## src/rtl/cpu_mul_pkg.sv

```systemverilog
// ---------------------------------------------------------------------------
// cpu_mul_pkg
// Shared definitions for the HI/LO multiply controller and its neighbours in
// the CPU datapath: operand/product widths, settle-counter width, FSM state
// type, and the signed-overflow helper used when the product is captured.
// ---------------------------------------------------------------------------
package cpu_mul_pkg;

    localparam int DATA_W = 32;
    localparam int PROD_W = 64;
    localparam int CNT_W  = 4;

    typedef enum logic [0:0] {
        IDLE   = 1'b0,
        SETTLE = 1'b1
    } mul_state_e;

    // A 64-bit product fits in 32 signed bits only when the upper word is the
    // sign-extension of bit 31 of the lower word.
    function automatic logic prod_ovf(input logic [PROD_W-1:0] prod);
        return (prod[PROD_W-1:DATA_W] != {DATA_W{prod[DATA_W-1]}});
    endfunction

endpackage : cpu_mul_pkg

```

## src/rtl/mul_hilo_ctrl.sv

```systemverilog
// ---------------------------------------------------------------------------
// mul_hilo_ctrl
// Sequences an external combinational multiplier and owns the HI/LO result
// registers. On start (in IDLE) the operands are latched onto mul_q/mul_m,
// the product is given SETTLE_CYCLES edges to settle, then captured into
// HI/LO together with a one-cycle done pulse. HI/LO can also be written from
// the bus while idle.
//
// Optional feature: define MUL_HILO_OVF_EN to add the ovf output, which flags
// a captured product that does not fit in 32 signed bits.
//
// Ports
//   clock          : rising-edge clock
//   clear          : asynchronous active-low reset
//   start          : multiply request, sampled in IDLE only
//   op_a, op_b     : signed operands
//   mul_q, mul_m   : latched operands driven to the external multiplier
//   mul_product    : multiplier result, bits [63:0] used, bit 64 ignored
//   hilo_wr_data   : bus write data for HI/LO
//   hi_wr_en       : bus write strobe for HI
//   lo_wr_en       : bus write strobe for LO
//   hi_out, lo_out : HI/LO register contents
//   ovf            : product overflow flag (MUL_HILO_OVF_EN only)
//   busy           : operation in flight
//   done           : one-cycle completion pulse
// ---------------------------------------------------------------------------
module mul_hilo_ctrl
    import cpu_mul_pkg::*;
#(
    parameter int SETTLE_CYCLES = 2
) (
    input  logic                clock,
    input  logic                clear,
    input  logic                start,
    input  logic [DATA_W-1:0]   op_a,
    input  logic [DATA_W-1:0]   op_b,
    output logic [DATA_W-1:0]   mul_q,
    output logic [DATA_W-1:0]   mul_m,
    input  logic [PROD_W:0]     mul_product,
    input  logic [DATA_W-1:0]   hilo_wr_data,
    input  logic                hi_wr_en,
    input  logic                lo_wr_en,
    output logic [DATA_W-1:0]   hi_out,
    output logic [DATA_W-1:0]   lo_out,
`ifdef MUL_HILO_OVF_EN
    output logic                ovf,
`endif
    output logic                busy,
    output logic                done
);

    localparam logic [CNT_W-1:0] CNT_LOAD = CNT_W'(SETTLE_CYCLES - 1);

    mul_state_e         state_q, state_d;
    logic [CNT_W-1:0]   cnt_q,   cnt_d;
    logic [DATA_W-1:0]  opa_q,   opa_d;
    logic [DATA_W-1:0]  opb_q,   opb_d;
    logic [DATA_W-1:0]  hi_q,    hi_d;
    logic [DATA_W-1:0]  lo_q,    lo_d;
    logic               busy_q,  busy_d;
    logic               done_q,  done_d;
    logic               ovf_q,   ovf_d;

    logic               accept_s;
    logic               capture_s;
    logic               unused_prod_msb_s;

    // Bit 64 of the multiplier output carries no information for a signed
    // 32x32 product.
    assign unused_prod_msb_s = mul_product[PROD_W];

    assign accept_s  = (state_q == IDLE) && start;
    assign capture_s = (state_q == SETTLE) && (cnt_q == {CNT_W{1'b0}});

    // State register and all datapath flops.
    always_ff @(posedge clock or negedge clear) begin
        if (!clear) begin
            state_q <= IDLE;
            cnt_q   <= {CNT_W{1'b0}};
            opa_q   <= {DATA_W{1'b0}};
            opb_q   <= {DATA_W{1'b0}};
            hi_q    <= {DATA_W{1'b0}};
            lo_q    <= {DATA_W{1'b0}};
            busy_q  <= 1'b0;
            done_q  <= 1'b0;
            ovf_q   <= 1'b0;
        end else begin
            state_q <= state_d;
            cnt_q   <= cnt_d;
            opa_q   <= opa_d;
            opb_q   <= opb_d;
            hi_q    <= hi_d;
            lo_q    <= lo_d;
            busy_q  <= busy_d;
            done_q  <= done_d;
            ovf_q   <= ovf_d;
        end
    end

    // Next-state and settle-counter logic.
    always_comb begin
        state_d = state_q;
        cnt_d   = cnt_q;
        case (state_q)
            IDLE: begin
                if (start) begin
                    state_d = SETTLE;
                    cnt_d   = CNT_LOAD;
                end else begin
                    state_d = IDLE;
                end
            end
            SETTLE: begin
                if (cnt_q == {CNT_W{1'b0}}) begin
                    state_d = IDLE;
                end else begin
                    cnt_d = cnt_q - {{(CNT_W-1){1'b0}}, 1'b1};
                end
            end
            default: begin
                state_d = IDLE;
                cnt_d   = {CNT_W{1'b0}};
            end
        endcase
    end

    // Output/datapath next values: operand latch, HI/LO load, status flags.
    always_comb begin
        opa_d  = opa_q;
        opb_d  = opb_q;
        hi_d   = hi_q;
        lo_d   = lo_q;
        busy_d = busy_q;
        done_d = 1'b0;
        ovf_d  = ovf_q;

        if (accept_s) begin
            opa_d  = op_a;
            opb_d  = op_b;
            busy_d = 1'b1;
        end else begin
            opa_d = opa_q;
        end

        // Bus writes land only while idle; a write coinciding with start still
        // lands and is later overwritten by the capture.
        if (state_q == IDLE) begin
            if (hi_wr_en) begin
                hi_d = hilo_wr_data;
            end else begin
                hi_d = hi_q;
            end
            if (lo_wr_en) begin
                lo_d = hilo_wr_data;
            end else begin
                lo_d = lo_q;
            end
        end else if (capture_s) begin
            hi_d   = mul_product[PROD_W-1:DATA_W];
            lo_d   = mul_product[DATA_W-1:0];
            done_d = 1'b1;
            busy_d = 1'b0;
            ovf_d  = prod_ovf(mul_product[PROD_W-1:0]);
        end else begin
            hi_d = hi_q;
        end
    end

    assign mul_q  = opa_q;
    assign mul_m  = opb_q;
    assign hi_out = hi_q;
    assign lo_out = lo_q;
    assign busy   = busy_q;
    assign done   = done_q;

`ifdef MUL_HILO_OVF_EN
    assign ovf = ovf_q;
`else
    logic unused_ovf_s;
    assign unused_ovf_s = ovf_q;
`endif

endmodule : mul_hilo_ctrl

```

## config.mk

```make
export PLATFORM = sky130hd
export DESIGN_NAME = mul_hilo_ctrl
export DESIGN_NICKNAME = d
export VERILOG_FILES = /design/src/rtl/cpu_mul_pkg.sv /design/src/rtl/mul_hilo_ctrl.sv
export SDC_FILE = /design/constraint.sdc
export NUM_CORES = 1
export LEC_CHECK = 0
export CAP_MARGIN = 5
export CORE_AREA = 2 2 115 117
export DETAILED_ROUTE_END_ITERATION = 10
export DIE_AREA = 0 0 117 119
export DONT_BUFFER_PORTS = 1
export GPL_ROUTABILITY_DRIVEN = 0
export GPL_TIMING_DRIVEN = 0
export PLACE_DENSITY_LB_ADDON = 0.1
export SYNTH_ARGS = -nofsm -noshare
export SYNTH_HDL_FRONTEND = slang
export SYNTH_SLANG_ARGS = --single-unit
```

## constraint.sdc

```tcl
create_clock -name clock -period 3.75 [get_ports clock]
set_input_delay 0.75 -clock clock [delete_from_list [all_inputs] [get_ports clock]]
set_output_delay 0.75 -clock clock [all_outputs]
set_load 0.02 [all_outputs]
```

==> results.md <==
Setup path:
- The slowest stage of the critical path is the sky130_fd_sc_hd__dfrtp_1 cell.
- At the worst endpoint, the arrival time is 2160 ps.
- The total buffers and inverters traversed by the critical path is 2.
- The worst setup path is launched from a flip-flop.
- Data on the critical path is required at its endpoint by 4040 ps.
- The first element of the critical path is cnt_q[0]$_DFFE_PN0P_.
- The highest fanout seen on the critical path is 10.
- The category of the most critical setup path is flip-flop to flip-flop.
- The kind of capture point of the worst setup path is a flip-flop.
- The startpoint identified for the worst register-to-register timing path is cnt_q[0]$_DFFE_PN0P_.
- Traced cell by cell, the critical path runs through inv_1 > ha_1 > and4bb_4 > a21oi_4 > buf_6 > mux2_2.
- The cell class contributing the biggest share of worst-path delay is flip-flops.
- For this run, the slowest stage of the critical path takes roughly 380 ps.

Power:
- IR analysis of the VDD net gives a maximum drop of 0.426 mV.
- Dividing total power by cell area gives a power density of 1120 nW/um^2.
- The sum of internal, switching and leakage power is between 7000 and 8000 uW.
- The total leakage power is 0.00312 uW.

CTS:
- The sink count of the clock tree is 135.
- The clock reaches the later pin of the worst-skew pair after a little over 400 ps.
- The clock tree from TritonCTS is yes.
- The buffer cell driving the clock tree root is sky130_fd_sc_hd__clkbuf_16.
- The buffers inserted during post-CTS setup optimization is 0.
- The post-CTS resize count is 0.
- The deepest level of the CTS H-tree is 4.
- The clock-pin slew of the registers on the worst-case setup and hold paths is 60 ps.
- The number of buffers inserted during clock tree synthesis is 17.
- The longest clock path from root to sink contains 2 buffers.

Floorplan:
- The area of the die is 13900 um^2.
- For this configuration, the core starts out at a cell density of 45.6%.
- The number of core rows is 42.
- From left edge to right edge, the die measures 117 um.
- The core area is 12900 um^2.
- The overall die height is ~120 um.
- The number of I/O pins is 296.

STA:
- Setup repair after global routing left no endpoint under its margin.
- The count of final max-slew check failures was 0.
- The setup-violating endpoint count in the final report is 0.
- Clock skew on the completed layout was measured at 9.37 ps.
- The shortest clock period the worst path allows after layout is 1870 ps.
- The final hold violation count is 0.
- The worst-case hold slack is 30.6 ps.
- The part of the cycle the worst path needs is 49.8%.
- Derived from the worst setup path, the maximum achievable clock frequency is 0.535 GHz.
- At the pin with the least slew margin, the transition time is 566 ps.
- For the final routed database, the setup TNS stands at 0 ps.
- In this run the tightest slew margin relative to its limit is between 60% and 70%.

Finish:
- In the final layout, the share of cells above drive strength 1 is 35.4%.
- After the last flow step, the layout net total stands at 662.
- The layout has 1144 filler cells.
- The number of diodes added for antenna fixing is 0.
- From synthesis to final layout, the design area changed by 14.6%.
- The post-route core utilization is 52.2%.

Worst hold path:
- The worst hold path belongs to the class input pin to asynchronous set/reset pin.

Drt:
- The antenna violation net count after detailed routing is 0.
- The DRC marker count from the first detailed-route iteration is between 150 and 200.
- The total wirelength of the detailed-routed design is roughly 14000 um.
- After detailed routing, the average wire length per cell comes to between 15 and 20 um.
- For this run, design rule violations remaining after detail routing come to 0.
- The first-pass iteration count of the detailed router is 4.
- The average via count per standard cell is 5.27.
- The vias after detailed routing is about 3600.

Yosys:
- The share of the Yosys chip area taken by registers is a little under three fifths.
- The post-synth net total is 642.
- In the synthesized netlist the async set-or-reset flop fraction comes to between 90% and 100%.
- The cell count after synthesis came out at 475.
- Counting distinct cell types in the post-synthesis netlist gives 26.
- The count of state elements after synthesis is approximately 140.
- In the synthesized netlist the dominant register cell turns out to be sky130_fd_sc_hd__dfrtp_1.
- The summed instance area of the synthesized netlist is 5870 um^2.
- During synthesis, Yosys emitted a total of 0 warnings.
- Yosys mapped a number of flops with a built-in enable equal to 0.
- The synthesized area per cell is 12.4 um^2.

Run:
- The tool flagged a number of max-cap violations equal to 0.

Status:
- The flow ran to the end, and the final reports show no timing, DRC or antenna violations.

GRT:
- The number of antenna violations at the first check in global routing is 0.
- The maximum number of pins on one net before global-route repair is between 100 and 150.
- The first global-routing pass estimated around 20000 um of wire.
- The number of global-route vias before repair is about 3800.
- The aggregate global-route resource usage is 19.6%.
- After global routing the overflow that remains totals 0.

Placement:
- Detailed placement finished with a half-perimeter wire length of 10000 um.
- During placement, the flow inserted port buffers numbering 0.
[routing by layer]
| metal | share of wire, % | track usage, % |
|---|---|---|
| met1 | 36 | 21.2 |
| met2 | 50 | 33.4 |
| met3 | 11 | 8.19 |
| met4 | 2.4 | 8.38 |
| met5 | 0 | 0 |
[power breakdown]
part           leakage [uW]  total [uW]  internal, uW  switching, uW
logic               0.00122        2070          1170            901
registers           0.00160        3680          2210           1470
clock network      0.000301        1750          1120            635
total               0.00312        7500          4500           3000
[sequential cells by signal, indices dropped and copies added (netlist names)]
| name | cells |
|---|---|
| busy | 1 |
| cnt_q | 4 |
| done | 1 |
| hi_out | 32 |
| lo_out | 32 |
| mul_m | 32 |
| mul_q | 32 |
| state_q | 1 |
[worst reg2reg max path, stage by stage (launching register included)]
cell and delay [ps]:
sky130_fd_sc_hd__dfrtp_1 380, sky130_fd_sc_hd__inv_1 70, sky130_fd_sc_hd__ha_1 250, sky130_fd_sc_hd__and4bb_4 250, sky130_fd_sc_hd__a21oi_4 240, sky130_fd_sc_hd__buf_6 210
sky130_fd_sc_hd__mux2_2 350
[cells by family after synthesis]
logic type               share of synthesized area (%)
buffers and inverters                             2.84
adder cells (fa/ha/maj)                          0.213
AO/OA/AOI/OAI                                     1.36
multiplexers                                      25.2
AND/OR/NAND/NOR                                   12.8
flip-flops                                        57.6
[layout by cell type (no fill, tap or decap), types with 2 or more instances in the layout]
| master | instances |
|---|---|
| sky130_fd_sc_hd__dfrtp_1 | 135 |
| sky130_fd_sc_hd__nand2_1 | 132 |
| sky130_fd_sc_hd__mux2_2 | 125 |
| sky130_fd_sc_hd__nand2b_1 | 33 |
| sky130_fd_sc_hd__clkbuf_16 | 17 |
| sky130_fd_sc_hd__buf_2 | 10 |
| sky130_fd_sc_hd__clkbuf_1 | 7 |
| sky130_fd_sc_hd__buf_6 | 5 |
| sky130_fd_sc_hd__inv_1 | 4 |
| sky130_fd_sc_hd__mux2_4 | 4 |
| sky130_fd_sc_hd__bufinv_16 | 4 |
| sky130_fd_sc_hd__clkinv_4 | 3 |
| sky130_fd_sc_hd__inv_6 | 3 |
| sky130_fd_sc_hd__o21ai_0 | 2 |
| sky130_fd_sc_hd__a21oi_4 | 2 |
| sky130_fd_sc_hd__buf_1 | 2 |
| sky130_fd_sc_hd__nor2_1 | 2 |
| sky130_fd_sc_hd__clkinv_2 | 2 |
| sky130_fd_sc_hd__clkinvlp_4 | 2 |
[cell usage after synthesis, types with 2 or more instances]
cell / number / area share (%)
sky130_fd_sc_hd__a21oi_4: 2 / 0.55
sky130_fd_sc_hd__buf_1: 2 / 0.13
sky130_fd_sc_hd__buf_2: 10 / 0.85
sky130_fd_sc_hd__buf_6: 5 / 0.96
sky130_fd_sc_hd__clkbuf_1: 6 / 0.38
sky130_fd_sc_hd__dfrtp_1: 135 / 58
sky130_fd_sc_hd__inv_1: 4 / 0.26
sky130_fd_sc_hd__mux2_2: 125 / 24
sky130_fd_sc_hd__mux2_4: 4 / 1.0
sky130_fd_sc_hd__nand2_1: 132 / 8.4
sky130_fd_sc_hd__nand2b_1: 33 / 3.5
sky130_fd_sc_hd__nor2_1: 2 / 0.13
sky130_fd_sc_hd__o21ai_0: 2 / 0.17
[through the flow]
stage | worst slack [ps] | cells | instance area, um^2
final | 1880 | 684 | 6720
after detailed placement | 1810 | 651 | 6090
after global placement | 1840 | 651 | 6090
after global routing | 1760 | 684 | 6720
after CTS | 1860 | 683 | 6710
after floorplan | 2000 | 475 | 5870
[cell type report]
cell class / instances / area [um^2] / share of cell area, %
clock buffers: 18 / 429 / 6.38
repair buffers: 1 / 10.0 / 0.149
inverters: 4 / 15.0 / 0.223
clock inverters: 14 / 198 / 2.94
flip-flops and latches: 135 / 3380 / 50.2
plain buffers: 24 / 151 / 2.25
well taps: 176 / 220 / 3.28
multi-input cells: 312 / 2320 / 34.5
[final timing paths]
check / slack, ps / cells after the start / end
min in group clock: 430 / 1 / cnt_q[2]$_DFFE_PN0P_
worst min-delay path: 30 / 0 / mul_q[20]$_DFFE_PN0P_
worst max register to register: 1880 / 6 / hi_out[30]$_DFFE_PN0P_
worst min register to register: 580 / 1 / cnt_q[1]$_DFFE_PN0P_
max in group asynchronous: 2940 / 1 / mul_q[19]$_DFFE_PN0P_
worst max-delay path: 1880 / 6 / hi_out[30]$_DFFE_PN0P_
[timing repair]
item,4_1_cts,5_1_grt
hold endpoints to repair,0,5
setup endpoints to repair,0,0
hold buffers,0,1
Power figures use the tool's default switching activity.
